### config.mk
export PLATFORM = sky130hd
export DESIGN_NAME = unified_mem_arbiter
export DESIGN_NICKNAME = d
export VERILOG_FILES = /design/src/rtl/unified_mem_arbiter.sv
export SDC_FILE = /design/constraint.sdc
export NUM_CORES = 1
export LEC_CHECK = 0
export ABC_CLOCK_PERIOD_IN_PS = 10400
export BUFFER_PORTS_ARGS = -buffer_cell sky130_fd_sc_hd__buf_2
export CAP_MARGIN = 20
export CORE_ASPECT_RATIO = 1.5
export CORE_MARGIN = 8
export CORE_UTILIZATION = 50
export CTS_CLUSTER_SIZE = 14
export DETAILED_ROUTE_END_ITERATION = 7
export PLACE_DENSITY_LB_ADDON = 0.15
export SYNTH_ARGS = -nofsm -noshare
export SYNTH_HDL_FRONTEND = slang
export SYNTH_SLANG_ARGS = --single-unit
### constraint.sdc
create_clock -name clk_i -period 10.4 [get_ports clk_i]
set_clock_uncertainty 0.15 [all_clocks]
set_input_delay 2.08 -clock clk_i [delete_from_list [all_inputs] [get_ports clk_i]]
set_output_delay 2.08 -clock clk_i [all_outputs]
set_load 0.02 [all_outputs]
### src/rtl/unified_mem_arbiter.sv
// Shares one single-ported, variable-latency memory between instruction fetch and data
// access: data wins ties, fetch starvation is bounded, and hung transactions time out.
module unified_mem_arbiter #(
  parameter int unsigned STARVE_LIMIT = 4,
  parameter int unsigned MAX_WAIT     = 255
) (
  input  logic        clk_i,
  input  logic        rst_i,
  input  logic        if_req_i,
  input  logic [31:0] if_addr_i,
  output logic [31:0] if_data_o,
  output logic        if_ack_o,
  input  logic        d_req_i,
  input  logic        d_we_i,
  input  logic [31:0] d_addr_i,
  input  logic [31:0] d_wdata_i,
  output logic [31:0] d_rdata_o,
  output logic        d_ack_o,
  output logic        mem_req_o,
  output logic        mem_we_o,
  output logic [31:0] mem_addr_o,
  output logic [31:0] mem_wdata_o,
  input  logic [31:0] mem_rdata_i,
  input  logic        mem_ack_i,
  output logic        stall_o,
  output logic        err_o
);
  typedef enum logic [1:0] {IDLE, BUSY, RESP} state_t;

  localparam logic [3:0] STARVE_MAX = 4'(STARVE_LIMIT);
  localparam logic [7:0] WAIT_LAST  = 8'(MAX_WAIT - 1);

  state_t      state;
  logic        owner;  // 0 = fetch, 1 = data
  logic [3:0]  starve_cnt;
  logic [7:0]  wait_cnt;
  logic        grant_d;
  logic        grant_if;
  logic        done;
  logic        timeout;
  logic [31:0] resp_data;

  // NOTE: every output of a combinational block gets a default first, so no path can infer a latch.
  always_comb begin
    grant_d  = 1'b0;
    grant_if = 1'b0;
    if (state == IDLE) begin
      if (d_req_i && !(if_req_i && starve_cnt == STARVE_MAX)) grant_d = 1'b1;
      else if (if_req_i)                                       grant_if = 1'b1;
    end
  end

  // A memory ack landing on the final wait cycle is a normal completion, not a timeout.
  assign done      = (state == BUSY) && mem_ack_i;
  assign timeout   = (state == BUSY) && !mem_ack_i && (wait_cnt == WAIT_LAST);
  assign resp_data = (mem_ack_i && !mem_we_o) ? mem_rdata_i : 32'h0;
  assign stall_o   = (if_req_i & ~if_ack_o) | (d_req_i & ~d_ack_o);

  // NOTE: sequential state uses non-blocking assignments so all registers update from pre-edge values.
  always_ff @(posedge clk_i or posedge rst_i) begin
    if (rst_i) begin
      state       <= IDLE;
      owner       <= 1'b0;
      starve_cnt  <= '0;
      wait_cnt    <= '0;
      mem_req_o   <= 1'b0;
      mem_we_o    <= 1'b0;
      mem_addr_o  <= '0;
      mem_wdata_o <= '0;
      if_data_o   <= '0;
      if_ack_o    <= 1'b0;
      d_rdata_o   <= '0;
      d_ack_o     <= 1'b0;
      err_o       <= 1'b0;
    end else begin
      if_ack_o <= 1'b0;
      d_ack_o  <= 1'b0;
      unique case (state)
        IDLE: begin
          if (grant_d || grant_if) begin
            owner       <= grant_d;
            mem_req_o   <= 1'b1;
            mem_we_o    <= grant_d & d_we_i;
            mem_addr_o  <= grant_d ? d_addr_i : if_addr_i;
            mem_wdata_o <= grant_d ? d_wdata_i : 32'h0;
            wait_cnt    <= '0;
            state       <= BUSY;
            if (grant_if)
              starve_cnt <= '0;
            else if (if_req_i && starve_cnt < STARVE_MAX)
              starve_cnt <= starve_cnt + 4'd1;
          end
        end
        BUSY: begin
          if (done || timeout) begin
            mem_req_o <= 1'b0;
            if (owner) begin
              d_rdata_o <= resp_data;
              d_ack_o   <= 1'b1;
            end else begin
              if_data_o <= resp_data;
              if_ack_o  <= 1'b1;
            end
            if (timeout) err_o <= 1'b1;
            state <= RESP;
          end else begin
            wait_cnt <= wait_cnt + 8'd1;
          end
        end
        RESP:    state <= IDLE;
        default: state <= IDLE;
      endcase
    end
  end

endmodule
======== Yosys cells after proc, flatten, opt, wreduce, memory -nomap -nowiden ========
Index checks and enable logic that the tools add are counted.
cells by class
  $lt $le $gt $ge ......................... 1
  reduce and logical (&&, ||, !) cells .... 23
  div/mod/pow operators ................... 0
  $mul .................................... 0
  eq/ne operators ......................... 6
  mux-type cells .......................... 25
  add/subtract/negate cells ............... 2
  shifts and indexed selects .............. 0
  bitwise gates (word level) .............. 7
operators by type and width
  operator                                                                 number
  32-bit two-way mux                                                       3
  3-bit AND reduction                                                      6
  8-bit two-way mux                                                        2
  8-bit one-hot mux with 2 select lines                                    1
  1-bit two-way mux                                                        13
  8-bit by 1-bit adder with 8-bit output, second input constant            1
  8-bit equality test, second input constant                               1
  4-bit two-way mux                                                        2
  1-bit logical AND                                                        7
  4-bit by 1-bit adder with 4-bit output, second input constant            1
  4-bit by 3-bit equality test with 1-bit output, second input constant    1
  4-bit by 3-bit < comparator with 1-bit output, second input constant     1
  2-bit two-way mux                                                        2
  2-bit by 1-bit inequality test with 1-bit output, second input constant  2
  2-bit one-hot mux with 2 select lines                                    1
  2-bit AND reduction                                                      2
  2-bit nonzero test                                                       2
  1-bit AND                                                                3
  1-bit logical NOT                                                        3
  1-bit NOT                                                                3
  2-bit by 1-bit equality test with 1-bit output, second input constant    1
  2-bit logical NOT                                                        1
  1-bit logical OR                                                         2
  2-bit inequality test, second input constant                             1
  2 further kinds                                                          2
storage, ports and cells
  flip-flop bits (word level) ............. 148
  bits in writable memories ............... 0
  output and inout port bits .............. 134
  bits of input ports ..................... 134
  memories ................................ 0
  latch bits .............................. 0
  memory bits (read-only) ................. 0

======== Longest topological paths before layout ========
  depth in word-level cells ............... 9
  depth in mapped cells ................... 7
  mapped depth without buffers ............ 6

======== Least setup slack after synthesis ========
OpenSTA, ideal clock, no wires.
  path kind ............................... input-to-output
  from .................................... input port if_req_i
  to ...................................... output port stall_o
  required time ........................... 8.170 ns
  buffers on the path ..................... 0
  stages .................................. 2
  arrival time ............................ 2.508 ns
  slack ................................... 5.662 ns
  path through ............................ inv_1 > o22ai_1
on the way
  word-level cells in the longest chain between the ends .. 2
RTL lines
  element      RTL line  RTL
  from (decl)  9         input logic if_req_i,
  1-bit AND    57        assign stall_o = (if_req_i & ~if_ack_o) | (d_req_i & ~d_ack_o);
  1-bit OR     57
  to (decl)    25        output logic stall_o,
No other way between the ends.

======== Worst setup path in the final report ========
Same ends and word-level chain as after synthesis.

==> out/qor.txt <==
==========================================================================================
Status                                                                        finished, final reports clean
Register area                                                                 0.00370 mm^2
Worst hold-check path type                                                         reg2reg
Buffer type at the clock tree root                                            sky130_fd_sc_hd__clkbuf_16
VDD IR-drop max                                                                   0.166 mV
Pwr dens                                                                       347 mW/mm^2
Critical register-to-register path endpoint                                   d_rdata_o[25]$_DFFE_PP0P_
Vias per std cell                                                                     5.66
Synth Area in Compound Gates                                                         0.220
Share of post-route cells with drive strength above 1                                0.422
Placeable core area                                                            0.0115 mm^2
WL final                                                                           17.9 mm
Number of levels in the clock H-tree                                                     4
Hold wc startpoint                                                            err_o$_DFFE_PP0P_
Fraction of registers with async set/reset                                            1.00
Buffers inserted during post-CTS setup optimization                                      0
Instance area at placement                                                    0.00732 mm^2
Detailed placer's ending HPWL                                                      12.5 mm
Inserted Clock Buffers                                                                  17
Peak Freq                                                                          199 MHz
Setup Crit Path Kind                                                                in2out
Longest Clk Path Bufs                                                                    2
Placement row count                                                                     48
Clock edge transition at the registers on the reported setup and hold paths        0.05 ns
Global-route wire length before repair                                             27.7 mm
Slew Viols, Final                                                                        0
Share of the cycle needed by the critical path after routing                         0.483
Clock Latency Late Sink                                                            0.41 ns
# hold bufs at CTS                                                                       0
Count of mapped cells out of synthesis                                                 497
Number of vias in the routed layout                                                   5200
Synth Net Count                                                                        635
Nets                                                                                   890
Synthesized area per cell                                                        11.8 um^2
Average wire per cell in the routed design                                         19.5 um
Least-Margin Pin Slew                                                             0.965 ns
Cell variety after synth                                                                43
Post-Synth Adder-Cell Area                                                         0.00850
Number of resized instances in the post-cts repair step                                  0
Cell count of the worst reg-to-reg path                                                  6
Largest fanout on the critical path                                                      5
Drc violations                                                                           0
Cell area after synthesis                                                     0.00589 mm^2
Die H                                                                               149 um
Synthesized flop and latch total                                                       148
Worst reg2reg path startpoint                                                 state[0]$_DFFE_PP0P_
Die footprint                                                                  0.0156 mm^2
Reg-to-reg setup timing slack                                                      8.19 ns
Final hold vios                                                                          0
Routability congestion estimate from global placement                                0.860
Critical path launch point type                                                  input pin
Library cell occupying the most area in the post-synthesis netlist            sky130_fd_sc_hd__dfrtp_1
Worst relative slew slack                                                            0.357
Initial core utilization                                                             0.511
GRT Overall Usage                                                                    0.220
Clock Sinks                                                                            148
Data arrival, critical path                                                        2.79 ns
Sequential-to-total area share from yosys stat                                       0.629
Type of element capturing the critical path                                    output port
Max-capacitance violation count                                                          0
Total I/O pin count                                                                    268
TritonCTS clock tree                                                                 built
Cell depth of the worst min-delay path                                                   1
Mux cell area share after synthesis                                                0.00170
Area growth from synthesis to layout                                                 36.3%
Fin crit period                                                                    5.02 ns
Initial antenna violation count                                                          4
Worst endpoint required time                                                       8.17 ns
Die Width                                                                           105 um
Share of the synthesized netlist area taken by xor and xnor gates                  0.00149
GR Overflow Total                                                                        0
First-pass DRT Iterations                                                                8
Number of global-route vias before repair                                             5495
Fraction of synthesized cell area taken by the top area cell type                    0.629
Post-detailed-route count of antenna-violating nets                                      0
Simple-gate share of the synthesized area                                            0.103
Starting DRC count in detailed routing                                                 260
Share of the core filled with cells                                                  0.696
Commonest cells after routing, fill and taps aside                            sky130_fd_sc_hd__buf_2 (267), sky130_fd_sc_hd__dfrtp_1 (148), sky130_fd_sc_hd__nand2_1 (71)
Top cells by area, synth                                                      sky130_fd_sc_hd__dfrtp_1 (63%), sky130_fd_sc_hd__a32o_1 (11%), sky130_fd_sc_hd__a22o_1 (4.9%)
Setup Viol. Count Final                                                                  0
IO Port Bufs                                                                           267
Number of enable flip-flop cells after synthesis                                         0
RSZ-0062 raised after global routing                                                    no
Filler Cells Inserted                                                                  897
Area occupied by multi-input gates                                            0.00199 mm^2
Dominant combinational cell family by area after synthesis                    compound AO/OA/AOI/OAI gates
Setup total negative slack                                                            0 ns
Hold endpoint                                                                 err_o$_DFFE_PP0P_
Post-route design area                                                        0.00802 mm^2
Top FF cell, synth                                                            sky130_fd_sc_hd__dfrtp_1
Most frequent standard cell in the layout excluding fill and tap cells        sky130_fd_sc_hd__buf_2
Synth warnings                                                                           0
Leakage component of the power                                                  0.00412 uW
Final Total Pwr                                                                    2790 uW
Maximum number of pins on one net before global-route repair                            79
==========================================================================================
## metrics by stage
stage | setup WS [ns] | instances | hold WS [ns]
finish | 5.38 | 919 | 0.304
global route | 5.37 | 919 | 0.312
CTS | 5.48 | 912 | 0.306
floorplan | 4.19 | 497 | 0.318
detailed placement | 5.48 | 880 | 0.297
global placement | 5.54 | 880 | 0.291
## report_power, final
part / internal, uW / leakage, uW / total [uW] / switching (uW)
sequential: 831 / 0.00186 / 979 / 148
combinational: 433 / 0.00195 / 1170 / 739
clock: 394 / 0.000302 / 635 / 241
total: 1660 / 0.00412 / 2790 / 1130
## worst max path at each step
stage / from / to / slack, ns / cells past startpoint
after floorplan: rst_i / d_ack_o$_DFF_PP0_ / 4.19 / 1
after global placement: if_req_i / stall_o / 5.54 / 4
after detailed placement: if_req_i / stall_o / 5.48 / 4
after CTS: if_req_i / stall_o / 5.48 / 4
after global routing: if_req_i / stall_o / 5.37 / 4
final: if_req_i / stall_o / 5.38 / 4
## critical path, cell delays in order
cell and delay (ns):
sky130_fd_sc_hd__buf_2 0.14, sky130_fd_sc_hd__inv_1 0.11, sky130_fd_sc_hd__o22ai_1 0.25, sky130_fd_sc_hd__buf_2 0.22
## cells by family after synthesis
family	Yosys count
xor+xnor	1
simple gates	139
flops	148
compound gates	153
fa+ha+maj	4
buf+inv	51
mux	1
## final cells by class
cell class,instances,share of cell area
repair buffers,278,0.183
flip-flops and latches,148,0.462
clock buffers,19,0.0564
diodes,4,0.00125
clock inverters,13,0.0212
multi-input cells,298,0.248
inverters,9,0.00483
well taps,150,0.0234
## flip-flops by register name (all words and copies together) (netlist names)
name	flops
if_ack_o	1
mem_we_o	1
wait_cnt	8
starve_cnt	4
if_data_o	32
d_rdata_o	32
mem_addr_o	32
owner	1
mem_wdata_o	32
d_ack_o	1
err_o	1
mem_req_o	1
state	2
## synthesized netlist by cell type (3+ instances only)
cell                       count
sky130_fd_sc_hd__dfrtp_1     148
sky130_fd_sc_hd__nand2_1      71
sky130_fd_sc_hd__a32o_1       64
sky130_fd_sc_hd__nor2_1       36
sky130_fd_sc_hd__a22o_1       33
sky130_fd_sc_hd__a31oi_1      33
sky130_fd_sc_hd__buf_2        21
sky130_fd_sc_hd__clkbuf_1     20
sky130_fd_sc_hd__nand3_1      12
sky130_fd_sc_hd__inv_1         9
sky130_fd_sc_hd__o21ai_0       5
sky130_fd_sc_hd__ha_1          4
sky130_fd_sc_hd__o211ai_1      3
sky130_fd_sc_hd__o21ai_1       3
## per-layer routing
metal	routed length [um]	vias up	global-route usage	part of all wire
li1	-	2380	-	-
met1	6490	2543	0.230	0.36
met2	9350	232	0.379	0.52
met3	1510	45	0.0848	0.084
met4	542	0	0.111	0.030
met5	0	-	0	0
(Power assumes the default switching activity.)
